## src/rtl/dmem_pkg.sv

```systemverilog
// Shared types and defaults for the two-port data-memory arbiter.
// Holds the arbiter state encoding, default bus widths and the word-alignment helper.
package dmem_pkg;

  localparam int DMEM_AW = 32;
  localparam int DMEM_DW = 32;

  typedef enum logic {
    ST_NORMAL = 1'b0,
    ST_FORCE1 = 1'b1
  } dmem_state_e;

  // Word accesses only: any nonzero byte offset is misaligned.
  function automatic logic is_aligned(input logic [1:0] lo);
    return lo == 2'b00;
  endfunction

endpackage

```

## src/rtl/dmem_rsp_reg.sv

```systemverilog
// Per-port read-return register: one-cycle rvalid/err pulse plus held read data.
module dmem_rsp_reg #(
  parameter int DW = 32
) (
  input  logic          clk,
  input  logic          reset_n,
  input  logic          rd_take,
  input  logic          err_take,
  input  logic [DW-1:0] rd_data,
  output logic          rvalid,
  output logic [DW-1:0] rdata,
  output logic          err
);

  // NOTE: sequential state is updated only with non-blocking assignments so every flop samples pre-edge values.
  always_ff @(posedge clk or negedge reset_n) begin
    if (!reset_n) begin
      rvalid <= 1'b0;
      rdata  <= '0;
      err    <= 1'b0;
    end else begin
      rvalid <= rd_take;
      err    <= err_take;
      if (rd_take) rdata <= rd_data;
    end
  end

endmodule

```

## src/rtl/dmem_arbiter.sv

```systemverilog
// Two-requester arbiter for the single-port data memory: port 0 (MEM stage) has priority,
// port 1 (loader/debug) is forced through after MAX_WAIT consecutive denied cycles.
module dmem_arbiter
  import dmem_pkg::*;
#(
  parameter int AW       = DMEM_AW,
  parameter int DW       = DMEM_DW,
  parameter int MAX_WAIT = 4,
  parameter int CW       = 3
) (
  input  logic          clk,
  input  logic          reset_n,
  input  logic          req0,
  input  logic          we0,
  input  logic [AW-1:0] addr0,
  input  logic [DW-1:0] wdata0,
  output logic          gnt0,
  output logic          stall0,
  output logic          rvalid0,
  output logic [DW-1:0] rdata0,
  input  logic          req1,
  input  logic          we1,
  input  logic [AW-1:0] addr1,
  input  logic [DW-1:0] wdata1,
  output logic          gnt1,
  output logic          rvalid1,
  output logic [DW-1:0] rdata1,
  output logic          err1,
  output logic          mem_write,
  output logic [AW-1:0] mem_address,
  output logic [DW-1:0] mem_write_data,
  input  logic [DW-1:0] mem_read_data
);

  localparam logic [CW-1:0] WAIT_LIMIT = CW'(MAX_WAIT);

  dmem_state_e   state;
  logic [CW-1:0] wcnt;
  logic [CW-1:0] wcnt_next;
  logic          force1;
  logic          sel_we;
  logic          unused_err0;

  // A forced slot only applies while port 1 is still asking; otherwise normal priority.
  assign force1 = (state == ST_FORCE1) && req1;
  assign gnt1   = req1 && (force1 || !req0);
  assign gnt0   = req0 && !force1;
  assign stall0 = req0 && !gnt0;

  // NOTE: every always_comb output gets a default first so no path can infer a latch.
  always_comb begin
    sel_we         = 1'b0;
    mem_address    = '0;
    mem_write_data = '0;
    if (gnt0) begin
      sel_we         = we0;
      mem_address    = addr0;
      mem_write_data = wdata0;
    end else if (gnt1) begin
      sel_we         = we1;
      mem_address    = addr1;
      mem_write_data = wdata1;
    end
  end

  // Misaligned writes are granted but never reach the array; reset gates the strobe directly.
  assign mem_write = sel_we && is_aligned(mem_address[1:0]) && reset_n;

  always_comb begin
    wcnt_next = wcnt;
    if (gnt1 || !req1) wcnt_next = '0;
    else if (wcnt != WAIT_LIMIT) wcnt_next = wcnt + 1'b1;
  end

  always_ff @(posedge clk or negedge reset_n) begin
    if (!reset_n) begin
      state <= ST_NORMAL;
      wcnt  <= '0;
    end else begin
      wcnt <= wcnt_next;
      case (state)
        ST_NORMAL: if (wcnt_next == WAIT_LIMIT) state <= ST_FORCE1;
        ST_FORCE1: if (gnt1 || !req1) state <= ST_NORMAL;
        default:   state <= ST_NORMAL;
      endcase
    end
  end

  // Port 0 never reports errors; its error flop is tied off and optimised away.
  dmem_rsp_reg #(.DW(DW)) u_rsp0 (
    .clk      (clk),
    .reset_n  (reset_n),
    .rd_take  (gnt0 && !we0),
    .err_take (1'b0),
    .rd_data  (mem_read_data),
    .rvalid   (rvalid0),
    .rdata    (rdata0),
    .err      (unused_err0)
  );

  dmem_rsp_reg #(.DW(DW)) u_rsp1 (
    .clk      (clk),
    .reset_n  (reset_n),
    .rd_take  (gnt1 && !we1),
    .err_take (gnt1 && !is_aligned(addr1[1:0])),
    .rd_data  (mem_read_data),
    .rvalid   (rvalid1),
    .rdata    (rdata1),
    .err      (err1)
  );

endmodule

```

## config.mk

```make
export PLATFORM = sky130hd
export DESIGN_NAME = dmem_arbiter
export DESIGN_NICKNAME = d
export VERILOG_FILES = /design/src/rtl/dmem_pkg.sv /design/src/rtl/dmem_rsp_reg.sv /design/src/rtl/dmem_arbiter.sv
export SDC_FILE = /design/constraint.sdc
export NUM_CORES = 1
export LEC_CHECK = 0
export ABC_AREA = 1
export CAP_MARGIN = 20
export CORE_AREA = 2 2 118 120
export CTS_CLUSTER_SIZE = 20
export DETAILED_ROUTE_END_ITERATION = 8
export DIE_AREA = 0 0 120 122
export PLACE_DENSITY_LB_ADDON = 0.1
export REMOVE_ABC_BUFFERS = 1
export SETUP_SLACK_MARGIN = 0.3
export SLEW_MARGIN = 15
export SYNTH_ARGS = -nofsm -noshare
export SYNTH_HDL_FRONTEND = slang
export SYNTH_SLANG_ARGS = --single-unit
```

## constraint.sdc

```tcl
create_clock -name clk -period 1.6 [get_ports clk]
set_input_delay 0.32 -clock clk [delete_from_list [all_inputs] [get_ports clk]]
set_output_delay 0.32 -clock clk [all_outputs]
set_load 0.01 [all_outputs]
```

==> metrics.md, run 1 <==
| Metric | Value |
|---|---|
| Outcome | `finished, violations left` |
| Failing checks | `setup timing` |
| Cell with the most instances after synthesis | `nand2_1` |
| Fin crit share | `128%` |
| Sw Share | `30.5%` |
| Die Y | `122 µm` |
| #FFs+latches synth | `71` |
| IO Port Bufs | `300` |
| Routability cong. | `0.718` |
| Internal Power | `0.00430 W` |
| Fillers | `1162` |
| Top delay family on crit path | `buffers and inverters` |
| Io pins | `301` |
| Core Area | `0.0135 mm²` |
| Worst R2R Path Depth | `12` |
| Lkg Pwr | `4.59 nW` |
| CP startpoint kind | `flop` |
| Final Core Density | `62.5%` |
| Reg-to-reg endpoint | `wcnt[2]` |
| Pwr dens | `733 mW/mm²` |
| Synth cell types | `21` |
| Synth area leader | `dfrtp_1` |
| Final Power | `0.00618 W` |
| WP data arrival | `1.73 ns` |
| Final ANT Viol Nets | `0` |
| Die Width | `120 µm` |
| Site Rows | `43` |
| Slack of the critical path | `-0.450 ns` |
| Commonest cells post-synth | `356 x nand2_1, 71 x dfrtp_1, 28 x o21ai_0, 12 x inv_1, 11 x buf_2` |
| Drt pass-1 iters | `5` |
| Initial antenna violation count | `0` |
| Slew margin rel. | `39.6%` |
| Number of max-cap violations | `0` |
| Combinational share of power | `35.8%` |
| Hold Slack | `0.243 ns` |
| Synth Instances | `520` |
| Hold-fix buffers, CTS | `0` |
| Post-DP HPWL | `11.1 mm` |
| Sequential share of the synthesized area | `48.8%` |
| Final nets | `1034` |
| Prevailing post-synth register cell | `dfrtp_1` |
| Design Area, Final | `0.00843 mm²` |
| Final number of setup-violating endpoints | `70` |
| First-pass GRT wire length | `26.1 mm` |
| Diode count | `0` |
| Max incr delay on CP | `0.39 ns` |
| Overflow after GRT | `0` |
| Maximum vdd drop | `0.589 mV` |
| Area delta synth->final | `131%` |
| Die ar. | `0.0146 mm²` |
| Clock share of power | `29.5%` |
| Final Critical Period | `2.05 ns` |
| Vias in the first global route | `4693` |
| # DRC | `0` |
| Slew Viols, Final | `0` |
| Longest Clk Path Bufs | `2` |
| Pin count of the biggest net entering global routing | `72` |
| Yosys top cell area share | `48.8%` |
| Initial Util | `27.0%` |
| Asr flop ratio synth | `100%` |
| Placed inst area | `0.00691 mm²` |
| CP Class | `reg2out` |
| RSZ-0062 raised after global routing | `true` |
| Reg area | `0.00178 mm²` |
| Num CTS Buffers | `9` |
| Initial DRC Count | `251` |
| Final hold vios | `0` |
| Final WL | `19.2 mm` |
| CP Capture Type | `output pin` |
| Clock root buffer | `clkbuf_16` |
| CTS tree | `done` |
| Gr usage total | `23.2%` |
| Clk pin slew, worst setup/hold paths | `0.06 ns` |
| Most frequent CP cell | `nand2_1` |
| Slew @ Worst Pin | `0.905 ns` |
| Post-synth EDFFs | `0` |
| Multi-input logic area | `0.00215 mm²` |
| CP max FO | `8` |
| Class of the worst hold path | `in2async` |
| FF-to-FF setup slack | `-0.04 ns` |
| H-tree depth | `3` |
| Sequential power share | `34.7%` |
| Routed len/inst | `18.3 µm` |
| CTS Sinks | `71` |
| CP Data Required Time | `1.28 ns` |
| YS warnings | `0` |
| Fmax | `488 MHz` |
| Post-Syn Area per Cell | `7.01 µm²` |
| CP Buf/Inv Count | `5` |
| Via count | `4817` |
| CP Cell Sequence | `nand2_2 -> nand2_4 -> buf_12 -> clkinv_16 -> buf_8 -> clkbuf_16 -> nand2_1 -> nand2_1 -> buf_2` |
| Mapped Area | `0.00364 mm²` |
| Slowest-stage cell, CP | `dfrtp_1` |
| Layout cell share with drive strength beyond 1 | `35.5%` |
| Clock insertion delay at the later pin of the skew report | `0.33 ns` |
| Vias/cell | `4.58` |
| Top post-synthesis cells by area | `dfrtp_1 49%, nand2_1 37%, o21ai_0 3.8%, buf_2 1.5%, buf_4 1.2%` |
| Post-Route Skew | `0.00483 ns` |
| Crit. Startpoint | `state` |
| Worst r2r src | `state` |
| Switching component of the power | `0.00189 W` |
## area by class of cell
class	instances	share of cell area (%)
clock buffers	10	2.71
clock inverters	6	0.549
inverters	13	1.13
multi-input cells	408	25.4
flip-flops and latches	71	21.1
well taps	180	2.67
repair buffers	363	46.4
## registers in the layout, summed over array words and instances, names as in the netlist
name and count:
u_rsp1.rvalid 1, wcnt 3, u_rsp1.err 1, u_rsp0.rvalid 1, u_rsp0.rdata 32, state 1, u_rsp1.rdata 32
## worst max path at each step
stage	to	slack, ns	cells past startpoint
after floorplan	mem_write	-0.65	6
after global placement	mem_address[9]	-0.75	9
after detailed placement	mem_address[9]	-0.81	9
after CTS	mem_address[3]	-0.35	9
after global routing	mem_write_data[9]	-0.51	9
final	mem_write_data[9]	-0.45	9
## timing repair
| item | 4_1_cts | 5_1_grt |
|---|---|---|
| buffers inserted | 19 | 6 |
| cloned | 13 | 5 |
| resized for setup | 469 | 206 |
| pin swaps | 19 | 23 |
| setup endpoints to repair | 202 | 191 |
## power by group through the flow
stage / Clock [W] / Sequential (W) / Combinational [W]
2_1_floorplan: 0 / 0.00229 / 0.000444
3_3_place_gp: 0 / 0.00217 / 0.00193
3_5_place_dp: 0 / 0.00218 / 0.00194
4_1_cts: 0.00189 / 0.00215 / 0.00204
5_1_grt: 0.00196 / 0.00218 / 0.00238
6_report: 0.00182 / 0.00215 / 0.00222
## layout by cell type (no fill, tap or decap), types with 2 or more instances in the layout
| cell | count |
|---|---|
| buf_12 | 18 |
| buf_16 | 11 |
| buf_2 | 32 |
| buf_4 | 19 |
| buf_6 | 43 |
| buf_8 | 5 |
| bufbuf_16 | 2 |
| clkbuf_16 | 13 |
| clkbuf_2 | 26 |
| clkdlybuf4s15_1 | 9 |
| clkdlybuf4s15_2 | 6 |
| clkdlybuf4s50_1 | 161 |
| clkinv_4 | 2 |
| clkinvlp_4 | 2 |
| dfrtp_1 | 71 |
| dlygate4sd2_1 | 3 |
| dlymetal6s2s_1 | 24 |
| ha_1 | 2 |
| inv_1 | 10 |
| nand2_1 | 241 |
| nand2_2 | 82 |
| nand2_4 | 36 |
| nand3_2 | 2 |
| nor2_1 | 3 |
| o21ai_0 | 28 |
| o21ai_1 | 5 |
## per-stage QoR
step           setup TNS [ns]  std cells  setup slack (ns)
5_1_grt                -25.42       1051            -0.508
2_1_floorplan          -36.20        492            -0.652
3_5_place_dp           -73.85        992            -0.807
6_report               -21.10       1051            -0.450
4_1_cts                -20.77       1040            -0.354
3_3_place_gp           -69.69        992            -0.748
## routing by layer
metal  vias up  routed length, µm  global-route usage [%]
li1       2277                  -                       -
met4         0                754                    9.26
met5         -                  0                       0
met2       224               9690                    40.1
met3        60               1510                    6.65
met1      2256               7270                    27.2
## worst register-to-register path, stage by stage (launching register included)
cell,delay [ns]
dfrtp_1,0.37
nand2_2,0.09
nand2_4,0.10
buf_12,0.14
clkinv_16,0.08
buf_12,0.15
buf_12,0.14
buf_4,0.13
buf_4,0.12
nand2_1,0.06
inv_1,0.04
nand2_1,0.07
inv_1,0.05
## cells by family after synthesis
family | count (synthesis) | share of synthesized area (%)
xor+xnor | 2 | 0.481
flops | 71 | 48.8
fa+ha+maj | 2 | 0.687
buf+inv | 41 | 5.97
simple gates | 370 | 39.4
compound gates | 34 | 4.67
No activity file was read; power rests on OpenSTA's default activity.
==> run 2: changes to the inputs <==
--- a/config.mk
+++ b/config.mk
@@ -6,7 +6,6 @@
 export NUM_CORES = 1
 export LEC_CHECK = 0
 export ABC_AREA = 1
-export CAP_MARGIN = 20
 export CORE_AREA = 2 2 118 120
 export CTS_CLUSTER_SIZE = 20
 export DETAILED_ROUTE_END_ITERATION = 8
==> results of run 2 <==
Same layout as run 1: the final DEF is identical, and so are final timing and power.
